$ cat config.mk
export PLATFORM = sky130hd
export DESIGN_NAME = result_display
export DESIGN_NICKNAME = d
export VERILOG_FILES = /design/src/rtl/result_display_pkg.sv /design/src/rtl/result_display_seg7_decode.sv /design/src/rtl/result_display.sv
export SDC_FILE = /design/constraint.sdc
export NUM_CORES = 1
export LEC_CHECK = 0
export ABC_AREA = 1
export BUFFER_PORTS_ARGS = -buffer_cell sky130_fd_sc_hd__buf_2
export CORE_MARGIN = 2
export CORE_UTILIZATION = 40
export CTS_CLUSTER_SIZE = 20
export DETAILED_ROUTE_END_ITERATION = 12
export HOLD_SLACK_MARGIN = 0.02
export SYNTH_ARGS = -nofsm -noshare
export SYNTH_HDL_FRONTEND = slang
export SYNTH_SLANG_ARGS = --single-unit
$ cat constraint.sdc
create_clock -name clk -period 5.85 [get_ports clk]
set_clock_uncertainty 0.2 [all_clocks]
set_input_delay 0.8775 -clock clk [delete_from_list [all_inputs] [get_ports clk]]
set_output_delay 0.8775 -clock clk [all_outputs]
set_load 0.02 [all_outputs]
$ cat src/rtl/result_display_pkg.sv
// Shared definitions for the result display block.
// Holds the 4-bit digit codes held in the display registers, the active-low
// seven-segment glyphs (bit order g,f,e,d,c,b,a), the result width, the
// largest displayable magnitude, the conversion FSM state type and the
// double-dabble / digit-formatting helpers.
package result_display_pkg;

    localparam int RES_W   = 11;
    localparam int MAX_MAG = 999;

    localparam logic [3:0] DIG_0     = 4'd0;
    localparam logic [3:0] DIG_1     = 4'd1;
    localparam logic [3:0] DIG_2     = 4'd2;
    localparam logic [3:0] DIG_3     = 4'd3;
    localparam logic [3:0] DIG_4     = 4'd4;
    localparam logic [3:0] DIG_5     = 4'd5;
    localparam logic [3:0] DIG_6     = 4'd6;
    localparam logic [3:0] DIG_7     = 4'd7;
    localparam logic [3:0] DIG_8     = 4'd8;
    localparam logic [3:0] DIG_9     = 4'd9;
    localparam logic [3:0] DIG_MINUS = 4'd10;
    localparam logic [3:0] DIG_E     = 4'd11;
    localparam logic [3:0] DIG_R     = 4'd12;
    localparam logic [3:0] DIG_BLANK = 4'd15;

    localparam logic [6:0] GLYPH_0     = 7'b1000000;
    localparam logic [6:0] GLYPH_1     = 7'b1111001;
    localparam logic [6:0] GLYPH_2     = 7'b0100100;
    localparam logic [6:0] GLYPH_3     = 7'b0110000;
    localparam logic [6:0] GLYPH_4     = 7'b0011001;
    localparam logic [6:0] GLYPH_5     = 7'b0010010;
    localparam logic [6:0] GLYPH_6     = 7'b0000010;
    localparam logic [6:0] GLYPH_7     = 7'b1111000;
    localparam logic [6:0] GLYPH_8     = 7'b0000000;
    localparam logic [6:0] GLYPH_9     = 7'b0010000;
    localparam logic [6:0] GLYPH_MINUS = 7'b0111111;
    localparam logic [6:0] GLYPH_E     = 7'b0000110;
    localparam logic [6:0] GLYPH_R     = 7'b0101111;
    localparam logic [6:0] GLYPH_BLANK = 7'b1111111;

    // Display contents after reset: blank, blank, blank, '0' (digit3..digit0).
    localparam logic [15:0] DIGITS_RESET = {DIG_BLANK, DIG_BLANK, DIG_BLANK, DIG_0};

    typedef enum logic [1:0] {
        ST_IDLE,
        ST_ABS,
        ST_SHIFT,
        ST_DONE
    } state_e;

    // One double-dabble step: add 3 to every nibble >= 5, then shift in one bit.
    // Anything shifted out of the top nibble only occurs for magnitudes > 999,
    // which are shown as an error anyway.
    function automatic logic [11:0] dd_step(input logic [11:0] bcd, input logic in_bit);
        logic [11:0] adj;
        adj = bcd;
        for (int unsigned i = 0; i < 3; i++) begin
            if (adj[4*i +: 4] >= 4'd5) adj[4*i +: 4] = adj[4*i +: 4] + 4'd3;
        end
        return {adj[10:0], in_bit};
    endfunction

    // BCD hundreds/tens/units -> {digit3, digit2, digit1, digit0} codes with
    // leading-zero blanking and the sign in the leftmost position.
    function automatic logic [15:0] format_digits(input logic [11:0] bcd,
                                                  input logic err, input logic neg);
        logic [3:0] d3, d2, d1;
        if (err) return {DIG_BLANK, DIG_E, DIG_R, DIG_R};
        d3 = (neg && (bcd != '0)) ? DIG_MINUS : DIG_BLANK;
        d2 = (bcd[11:8] == 4'd0) ? DIG_BLANK : bcd[11:8];
        d1 = (bcd[11:4] == 8'd0) ? DIG_BLANK : bcd[7:4];
        return {d3, d2, d1, bcd[3:0]};
    endfunction

endpackage

$ cat src/rtl/result_display_seg7_decode.sv
// seg7_decode: combinational digit code -> active-low seven-segment glyph.
// Ports:
//   digit_i  4-bit digit code (0-9, MINUS, E, R, BLANK)
//   seg_o    glyph, bit order g,f,e,d,c,b,a, active-low
module seg7_decode
    import result_display_pkg::*;
(
    input  logic [3:0] digit_i,
    output logic [6:0] seg_o
);

    always_comb begin
        seg_o = GLYPH_BLANK;
        unique case (digit_i)
            DIG_0:     seg_o = GLYPH_0;
            DIG_1:     seg_o = GLYPH_1;
            DIG_2:     seg_o = GLYPH_2;
            DIG_3:     seg_o = GLYPH_3;
            DIG_4:     seg_o = GLYPH_4;
            DIG_5:     seg_o = GLYPH_5;
            DIG_6:     seg_o = GLYPH_6;
            DIG_7:     seg_o = GLYPH_7;
            DIG_8:     seg_o = GLYPH_8;
            DIG_9:     seg_o = GLYPH_9;
            DIG_MINUS: seg_o = GLYPH_MINUS;
            DIG_E:     seg_o = GLYPH_E;
            DIG_R:     seg_o = GLYPH_R;
            default:   seg_o = GLYPH_BLANK;
        endcase
    end

endmodule

$ cat src/rtl/result_display.sv
// result_display: converts an 11-bit signed calculator result to decimal with
// a serial double-dabble FSM and drives a 4-digit multiplexed 7-seg display.
// Ports:
//   clk    system clock, rising edge
//   rst    synchronous active-high reset
//   load   one-cycle strobe capturing value/ovf (ignored unless idle)
//   value  signed two's-complement result
//   ovf    overflow flag; forces the error display
//   seg    active-low segments g..a of the currently enabled digit
//   an     active-low digit enables, an[0] = units
//   busy   conversion in progress
//   done   one-cycle pulse when the new result is on the display
module result_display
    import result_display_pkg::*;
#(
    parameter int REFRESH_DIV = 50000
) (
    input  logic             clk,
    input  logic             rst,
    input  logic             load,
    input  logic [RES_W-1:0] value,
    input  logic             ovf,
    output logic [6:0]       seg,
    output logic [3:0]       an,
    output logic             busy,
    output logic             done
);

    localparam int CW = (REFRESH_DIV > 1) ? $clog2(REFRESH_DIV) : 1;

    state_e           state_q;
    logic [RES_W-1:0] val_q;
    logic             ovf_q;
    logic [9:0]       mag_q;
    logic             err_q;
    logic             neg_q;
    logic [11:0]      bcd_q;
    logic [3:0]       bit_q;
    logic             busy_q;
    logic             done_q;
    logic [15:0]      digits_q, digits_d;

    logic [RES_W-1:0] mag_c;
    logic [11:0]      bcd_next;
    logic             dig_load;

    logic [CW-1:0]    scan_cnt_q, scan_cnt_d;
    logic [1:0]       idx_q, idx_d;
    logic [3:0]       an_q;
    logic [6:0]       seg_q;
    logic [3:0]       digit_sel;
    logic [6:0]       glyph_c;

    assign mag_c    = val_q[RES_W-1] ? (~val_q + 11'd1) : val_q;
    assign bcd_next = dd_step(bcd_q, mag_q[bit_q]);
    assign dig_load = (state_q == ST_SHIFT) && (bit_q == 4'd0);

    // Digit registers load with the final dabble step so the new result is
    // visible in the same cycle that done is high.
    always_comb begin
        digits_d = digits_q;
        if (rst)           digits_d = DIGITS_RESET;
        else if (dig_load) digits_d = format_digits(bcd_next, err_q, neg_q);
    end

    always_ff @(posedge clk) begin
        if (rst) begin
            state_q <= ST_IDLE;
            val_q   <= '0;
            ovf_q   <= 1'b0;
            mag_q   <= '0;
            err_q   <= 1'b0;
            neg_q   <= 1'b0;
            bcd_q   <= '0;
            bit_q   <= '0;
            busy_q  <= 1'b0;
            done_q  <= 1'b0;
        end else begin
            done_q <= 1'b0;
            unique case (state_q)
                ST_IDLE: begin
                    if (load) begin
                        val_q   <= value;
                        ovf_q   <= ovf;
                        busy_q  <= 1'b1;
                        state_q <= ST_ABS;
                    end
                end
                ST_ABS: begin
                    // Magnitudes above 999 (incl. 1024) become errors, so only
                    // the low 10 bits ever need converting.
                    mag_q   <= mag_c[9:0];
                    err_q   <= ovf_q || (mag_c > 11'(MAX_MAG));
                    neg_q   <= val_q[RES_W-1];
                    bcd_q   <= '0;
                    bit_q   <= 4'd9;
                    state_q <= ST_SHIFT;
                end
                ST_SHIFT: begin
                    bcd_q <= bcd_next;
                    if (bit_q == 4'd0) begin
                        busy_q  <= 1'b0;
                        done_q  <= 1'b1;
                        state_q <= ST_DONE;
                    end else begin
                        bit_q <= bit_q - 4'd1;
                    end
                end
                ST_DONE: state_q <= ST_IDLE;
                default: state_q <= ST_IDLE;
            endcase
        end
        digits_q <= digits_d;
    end

    // Scan counter and digit index; reset is folded into the next-state values
    // so an/seg can be registered from them and always agree with each other.
    always_comb begin
        scan_cnt_d = scan_cnt_q + CW'(1);
        idx_d      = idx_q;
        if (rst) begin
            scan_cnt_d = '0;
            idx_d      = 2'd0;
        end else if (scan_cnt_q == CW'(REFRESH_DIV - 1)) begin
            scan_cnt_d = '0;
            idx_d      = idx_q + 2'd1;
        end
    end

    assign digit_sel = digits_d[4*idx_d +: 4];

    seg7_decode u_seg7_decode (
        .digit_i (digit_sel),
        .seg_o   (glyph_c)
    );

    always_ff @(posedge clk) begin
        scan_cnt_q <= scan_cnt_d;
        idx_q      <= idx_d;
        an_q       <= ~(4'b0001 << idx_d);
        seg_q      <= glyph_c;
    end

    assign seg  = seg_q;
    assign an   = an_q;
    assign busy = busy_q;
    assign done = done_q;

endmodule
==> flow_summary.rst, run 1 <==
.. list-table::
   :header-rows: 1

   * - Metric
     - Value
   * - Height of the die
     - 110.4 um
   * - Total CTS buffers
     - 9
   * - Per-instance average area after synthesis
     - 7.253 um^2
   * - Area occupied by multi-input gates
     - 2313 um^2
   * - Number of hold violations in the final report
     - 0
   * - Worst Hold Path Cells
     - 1
   * - Worst Setup End Kind
     - flop
   * - Layout overhead on the synthesized area
     - 12.47%
   * - First-pass GRT wire length
     - 16460 um
   * - Average vias per placed instance
     - 4.834
   * - Net count, final
     - 683
   * - Floorplan core area
     - between 10000 and 15000 um^2
   * - HPWL reported at the end of detailed placement
     - 6997 um
   * - Area share of the largest cell type after synthesis
     - 39.37%
   * - Number of cells produced by synthesis
     - 624
   * - First-pass DRT Iterations
     - 5
   * - Highest clock frequency the design can meet
     - 0.2831 GHz
   * - Sequential fraction of the synthesis area
     - 39.37%
   * - Final worst path period share
     - about three fifths
   * - Total count of max-transition violations in the final report
     - 0
   * - Startpoint of the tightest hold check path
     - digits_q[13]$_DFF_P_
   * - YS warnings
     - 0
   * - Clock tree from TritonCTS
     - done
   * - Number of cells upsized or downsized after cts
     - 0
   * - PnR Total Power
     - 2.014 mW
   * - Antenna violations before repair
     - 0
   * - Clock sink total
     - a little under 90
   * - Width of the die
     - 110.4 um
   * - Max clock buf depth
     - 2
   * - Clock transition at path regs
     - ~0.060 ns
   * - Worst path required time
     - 5.88 ns
   * - IR Drop Worst-Case VDD
     - 0.0002241 V
   * - Routed wire length
     - roughly 9400 um
   * - Pin count of the biggest net entering global routing
     - 31
   * - Final instance area
     - 5090 um^2
   * - Post-DRT Antenna Nets
     - 0
   * - Most common library cells after synthesis
     - nand2_1, dfxtp_1, inv_1, a21oi_1, nand3_1
   * - Worst path max stage delay
     - 0.58 ns
   * - Worst-path cell with the longest stage delay
     - inv_1
   * - Accumulated negative setup slack
     - 0 ns
   * - Number of fillers in the final layout
     - 1129
   * - Cell seen most often among critical-path stages
     - nand2_1
   * - Number of global-route vias before repair
     - 3776
   * - Post-route DRC violation count
     - 0
   * - Proportion of register bits with asynchronous set or reset after synthesis
     - 0%
   * - Buffer cell driving the clock tree root
     - clkbuf_16
   * - Number of max-cap violations
     - 0
   * - Outcome
     - finished clean
   * - Syn Nets
     - 658
   * - Cell count of the worst reg-to-reg path
     - 19
   * - Latest clock arrival within the worst-skew pair
     - 0.34 ns
   * - Slew of the pin with the lowest slew margin
     - around 0.9 ns
   * - Setup crit start kind
     - input port
   * - Kind of critical path
     - in -> reg
   * - Number of synthesized flops with an enable pin
     - 0
   * - Count of vias placed by the detailed router
     - 3838
   * - Starting density of the core
     - between 40% and 50%
   * - Global-route total usage across every layer
     - between 10% and 20%
   * - GPL Wtd Cong
     - 0.8589
   * - RSZ-0062 raised after global routing
     - no
   * - Fraction of layout cells with a size suffix above 1
     - between 10% and 20%
   * - # IOs
     - 28
   * - Final number of setup-violating endpoints
     - 0
   * - Placed cell areas
     - 4786 um^2
   * - Kind of cell adding the most delay to the critical path
     - buffers and inverters
   * - Worst min-delay path category
     - reg -> reg
   * - Total number of placement rows
     - 38
   * - Area enclosed by the die boundary
     - 12180 um^2
   * - Static Leakage
     - 2.259 nW
   * - Reg-to-Reg Start
     - bit_q[0]$_SDFFE_PP0P_
   * - Number of violations reported at the end of detailed-routing iteration 0
     - 171
   * - Post-route setup slack
     - 2.318 ns
   * - Average routed wire per standard cell
     - around 12 um
   * - Number of buffers and inverters on the critical path
     - 5
   * - Sequential standard cell area
     - 1782 um^2
   * - Critical-path maximum fanout
     - 30
   * - Number of inserted diodes
     - 0
   * - Power per Cell Area
     - 395.7 nW/um^2
   * - Most common flop cell mapped by yosys
     - dfxtp_1
   * - Post-CTS Repair Setup Buffers
     - 0
   * - Register bit total from synthesis
     - 89
   * - Dominant cell by count in the synthesized netlist
     - nand2_1
   * - Register-to-register setup slack
     - approximately 2.8 ns
   * - Shortest clock period the worst path allows after layout
     - 3.532 ns
   * - Remaining max-slew budget at the tightest pin
     - 41.10%
   * - Grt ovf
     - 0
   * - Synth top area cells
     - dfxtp_1, nand2_1, inv_1, a21oi_1, ha_1
   * - Total of buffers placed on input and output ports
     - 27
   * - Yosys cell types
     - 46
   * - Post-Syn Area
     - 4526 um^2
   * - Hold-critical path endpoint
     - digits_q[13]$_DFF_P_
   * - Deepest level of the CTS H-tree
     - 3
   * - Synth area leader
     - dfxtp_1
   * - Data arrival time of the critical path
     - 3.56 ns
   * - Pre-CTS setup slack
     - 1.969 ns
   * - Cell chain of the critical path
     - buf_2, inv_1, nand2_2, inv_1, nand2_1, nand2_1, nand2_1, nand2_1, clkinv_1, nand2_1, a21oi_2, inv_1, ha_1, nand3b_1, nand3_1, nand2_1
   * - Endpoint of the worst register-to-register path
     - seg[3]$_DFF_P_
   * - Post-CTS Hold Buffers
     - 0
-- area by class of cell --
type                    instances  area share (%)
clock buffers                   9           4.425
multi-input cells             421           45.45
inverters                     101           7.473
clock inverters                 7           1.549
flip-flops and latches         89           35.00
repair buffers                 27           2.655
well taps                     140           3.441
-- how the worst max path moves through the flow --
stage,start,end,slack (ns),cells after the start
CTS,rst,seg[3]$_DFF_P_,2.32,16
global route,rst,seg[3]$_DFF_P_,1.99,16
finish,rst,seg[3]$_DFF_P_,2.32,16
detailed placement,rst,seg[3]$_DFF_P_,1.97,16
floorplan,rst,seg[0]$_DFF_P_,3.15,10
global placement,rst,seg[3]$_DFF_P_,2.10,16
-- report_power, final --
part / switching [mW] / total, mW / internal, mW
combinational: 0.441 / 0.650 / 0.209
sequential: 0.0660 / 0.781 / 0.715
clock: 0.248 / 0.583 / 0.334
total: 0.756 / 2.01 / 1.26
-- cell families (layout without fill, tap and decap cells) --
logic type | count (synthesis) | count (layout) | synth area share [%]
XOR/XNOR | 11 | 11 | 2.129
AND/OR/NAND/NOR | 283 | 283 | 30.52
AO/OA/AOI/OAI | 108 | 108 | 13.22
flip-flops | 89 | 89 | 39.37
buffers and inverters | 114 | 144 | 9.511
adder cells (fa/ha/maj) | 19 | 19 | 5.253
-- state kept, by name (all words and copies together), names as in the netlist --
| signal | cells |
|---|---|
| digits_q | 16 |
| scan_cnt_q | 16 |
| bcd_q | 12 |
| val_q | 11 |
| mag_q | 10 |
| seg | 7 |
| an | 4 |
| bit_q | 4 |
| idx_q | 2 |
| state_q | 2 |
| busy | 1 |
| done | 1 |
| err_q | 1 |
| neg_q | 1 |
| ovf_q | 1 |
-- through the flow --
| step | cells | utilization, % | hold WS [ns] |
|---|---|---|---|
| global route | 794 | 46.54 | 0.2640 |
| CTS | 794 | 46.54 | 0.2391 |
| global placement | 778 | 43.76 | 0.2210 |
| detailed placement | 778 | 43.76 | 0.2197 |
| finish | 794 | 46.54 | 0.2382 |
| floorplan | 624 | - | 0.2057 |
-- worst register-to-register path, delay by kind of cell, from the launching register on --
family	cells	cell delay, ns
buffers and inverters	4	0.44
adders and majority gates	2	0.42
AOI/OAI and AO/OA	1	0.27
and+or+nand+nor	12	1.22
DFF	1	0.39
-- metal layers --
| metal | wire length, um | up-vias | global-route usage (%) |
|---|---|---|---|
| met1 | 4332 | 1729 | 19.79 |
| met5 | 0 | - | 0 |
| met3 | 229 | 7 | 4.821 |
| li1 | - | 2062 | - |
| met2 | 4717 | 40 | 30.89 |
| met4 | 78 | 0 | 4.732 |
-- cell usage in the layout (no fill, tap or decap), drive strengths merged, types with 3 or more instances in the layout --
cell type  Yosys  layout
nand2        149     149
inv           98     100
dfxtp         89      89
a21oi         54      54
nand3         49      49
nor2          47      47
o21ai         35      35
buf            4      27
ha            19      19
nor3          12      12
nand4         11      11
xor2           9       9
clkbuf         9       9
a31oi          5       5
o21bai         5       5
nand3b         4       4
or2            4       4
clkinv         3       4
o31ai          3       3
clkinvlp       0       3
nor4           3       3
nor3b          3       3
(Power assumes the default switching activity.)
==> run 2, diff against run 1 <==
==> constraint.sdc (replaced) <==
create_clock -name clk -period 3 [get_ports clk]
set_clock_uncertainty 0.2 [all_clocks]
set_input_delay 0.45 -clock clk [delete_from_list [all_inputs] [get_ports clk]]
set_output_delay 0.45 -clock clk [all_outputs]
set_load 0.02 [all_outputs]
==> run 2 against run 1 <==
  * Sequential power grew 96%
  * Highest routed layer unchanged
  * Sequential cell count is the same
  * Die area is the same
  * First-iteration DRC count shrank 6.4%
  * Critical endpoint is now seg[4]$_DFF_P_
  * Count of clock-buffer cells in the layout grew 4
  * Largest cell class unchanged
==> flow_summary.rst, run 2 (synthesized netlist as in run 1, its figures left out) <==
.. list-table::
   :header-rows: 1

   * - Metric
     - Value
   * - Outcome
     - finished clean
   * - Number of hold violations in the final report
     - 0
   * - Post-DRT Antenna Nets
     - 0
   * - RSZ-0062 raised after global routing
     - no
   * - Worst min-delay path category
     - in -> reg
   * - Starting density of the core
     - 41.38%
   * - First-pass DRT Iterations
     - 4
   * - Met3 wire length
     - 300 um
   * - HPWL reported at the end of detailed placement
     - between 7000 and 8000 um
   * - Data arrival time of the critical path
     - roughly 2.8 ns
   * - Width of the die
     - 110.4 um
   * - Buffer cell driving the clock tree root
     - clkbuf_16
   * - Worst Hold Path Cells
     - 3
   * - Cell count of the worst reg-to-reg path
     - 18
   * - Final worst path period share
     - 91.14%
   * - Global-route total usage across every layer
     - 17.35%
   * - Count of vias placed by the detailed router
     - 3937
   * - Worst path max stage delay
     - 0.36 ns
   * - Cell chain of the critical path
     - ha_1, nand2_1, inv_2, nand2_2, nor2_2, nand2_2, nand2_2, nand3_4, nor2_2, nand2_1, nand2_1, clkinv_1, nand2_1, a21oi_4, ha_1, nand3b_1, nand3_1, nand2_1
   * - Average vias per placed instance
     - roughly 5
   * - Deepest level of the CTS H-tree
     - 3
   * - Number of max-cap violations
     - 0
   * - Max clock buf depth
     - 2
   * - Pre-CTS setup slack
     - 0.1149 ns
   * - Number of violations reported at the end of detailed-routing iteration 0
     - between 150 and 200
   * - Clock tree from TritonCTS
     - done
   * - Worst path required time
     - just over 3 ns
   * - Slew of the pin with the lowest slew margin
     - between 0.5 and 0.6 ns
   * - Total of buffers placed on input and output ports
     - 27
   * - Average routed wire per standard cell
     - between 10 and 15 um
   * - Worst Setup End Kind
     - flop
   * - First-pass GRT wire length
     - 16520 um
   * - Static Leakage
     - 2.307 nW
   * - Number of buffers and inverters on the critical path
     - 2
   * - Height of the die
     - approximately 110 um
   * - Kind of cell adding the most delay to the critical path
     - simple AND/OR/NAND/NOR gates
   * - Net count, final
     - 691
   * - Accumulated negative setup slack
     - 0 ns
   * - Area enclosed by the die boundary
     - approximately 12000 um^2
   * - Post-CTS Hold Buffers
     - 0
   * - Antenna violations before repair
     - 0
   * - Fraction of layout cells with a size suffix above 1
     - 17.52%
   * - Critical-path maximum fanout
     - 6
   * - Remaining max-slew budget at the tightest pin
     - 60.06%
   * - Total count of max-transition violations in the final report
     - 0
   * - Number of fillers in the final layout
     - 1112
   * - Clock sink total
     - 89
   * - Highest clock frequency the design can meet
     - about 0.37 GHz
   * - Cell seen most often among critical-path stages
     - nand2_1
   * - Post-route setup slack
     - roughly 0.27 ns
   * - Routed wire length
     - 9669 um
   * - Worst-path cell with the longest stage delay
     - dfxtp_1
   * - Shortest clock period the worst path allows after layout
     - 2.734 ns
   * - Post-route DRC violation count
     - 0
   * - Kind of critical path
     - reg -> reg
   * - Power per Cell Area
     - 742.6 nW/um^2
   * - Path length in cells of the critical path
     - 18
   * - Number of inserted diodes
     - 0
   * - Largest regs
     - digits_q x16, scan_cnt_q x16, bcd_q x12
   * - Total CTS buffers
     - 9
   * - Met2 wire length
     - 4897 um
   * - Clock transition at path regs
     - 0.06 ns
   * - Pin count of the biggest net entering global routing
     - 24
   * - Latest clock arrival within the worst-skew pair
     - 0.34 ns
   * - Floorplan core area
     - 10940 um^2
   * - Commonest cells after routing, fill and taps aside
     - nand2_1, inv_1, dfxtp_1
   * - Register-to-register setup slack
     - around 0.27 ns
   * - Most common cell after layout, fill and taps aside
     - nand2_1
   * - # IOs
     - 28
   * - Hold slack
     - 0.1815 ns
   * - IR Drop Worst-Case VDD
     - 0.0004177 V
   * - Total number of placement rows
     - 38
   * - Layout overhead on the synthesized area
     - 14.07%
   * - Post-Route Utilization
     - 47.21%
   * - Highest layer used for signal routing
     - met4
   * - Length of routed wiring on met1
     - 4273 um
   * - Number of global-route vias before repair
     - 3825
   * - Grt ovf
     - 0
   * - Setup crit start kind
     - flop
   * - Final number of setup-violating endpoints
     - 0
   * - PnR Total Power
     - ~3.8 mW
   * - GPL Wtd Cong
     - 0.8604
==> run 2: cell types whose count changed in the layout (fill, tap and decap cells not counted), moves of 3 or more <==
cell,change
nand2_1,-4
dfxtp_1,-5
clkinvlp_4,-3
clkinv_2,+3
dfxtp_2,+4
nand2_2,+4
buf_4,+8
==> run 2: stage by stage <==
stage               area [um^2]  instances
floorplan                  4526        624
global placement           4823        783
detailed placement         4823        783
CTS                        5099        799
global route               5162        802
finish                     5162        802
==> run 2: repair_timing <==
item                                    4_1_cts  5_1_grt
gates resized for setup                       0       18
endpoints found under the setup margin        0        7
setup buffers                                 0        3
==> run 2: final timing paths <==
kind,from,endpoint
worst max-delay path,scan_cnt_q[0]$_SDFF_PP0_,seg[4]$_DFF_P_
worst min-delay path,value[9],val_q[9]$_SDFFE_PP0P_
worst max register to register,scan_cnt_q[0]$_SDFF_PP0_,seg[4]$_DFF_P_
worst min register to register,digits_q[13]$_DFF_P_,digits_q[13]$_DFF_P_
==> run 2: layer usage <==
layer,up-vias,GRT usage (%)
met5,-,0
met4,0,6.786
met3,18,4.938
met2,57,31.68
met1,1779,18.84
li1,2083,-
==> run 2: final cells by class <==
cell class / count / area (um^2) / share of cell area, %
multi-input cells: 421 / 2346 / 45.44
clock buffers: 13 / 260.3 / 5.041
clock inverters: 3 / 15.01 / 0.2908
inverters: 101 / 380.4 / 7.368
repair buffers: 35 / 195.2 / 3.781
well taps: 140 / 175.2 / 3.393
flip-flops and latches: 89 / 1790 / 34.68
==> run 2: power by group <==
| part | switching [mW] | total [mW] | internal (mW) |
|---|---|---|---|
| Sequential | 0.132 | 1.53 | 1.40 |
| Combinational | 0.854 | 1.28 | 0.423 |
| Clock | 0.425 | 1.03 | 0.602 |
| Total | 1.41 | 3.83 | 2.42 |
==> run 2: worst register-to-register path, delay by kind of cell (launching register included) <==
family | cells | cell delay (ns)
AOI/OAI and AO/OA | 1 | 0.07
adders and majority gates | 2 | 0.47
buffers and inverters | 2 | 0.14
DFF | 1 | 0.36
and+or+nand+nor | 13 | 1.41
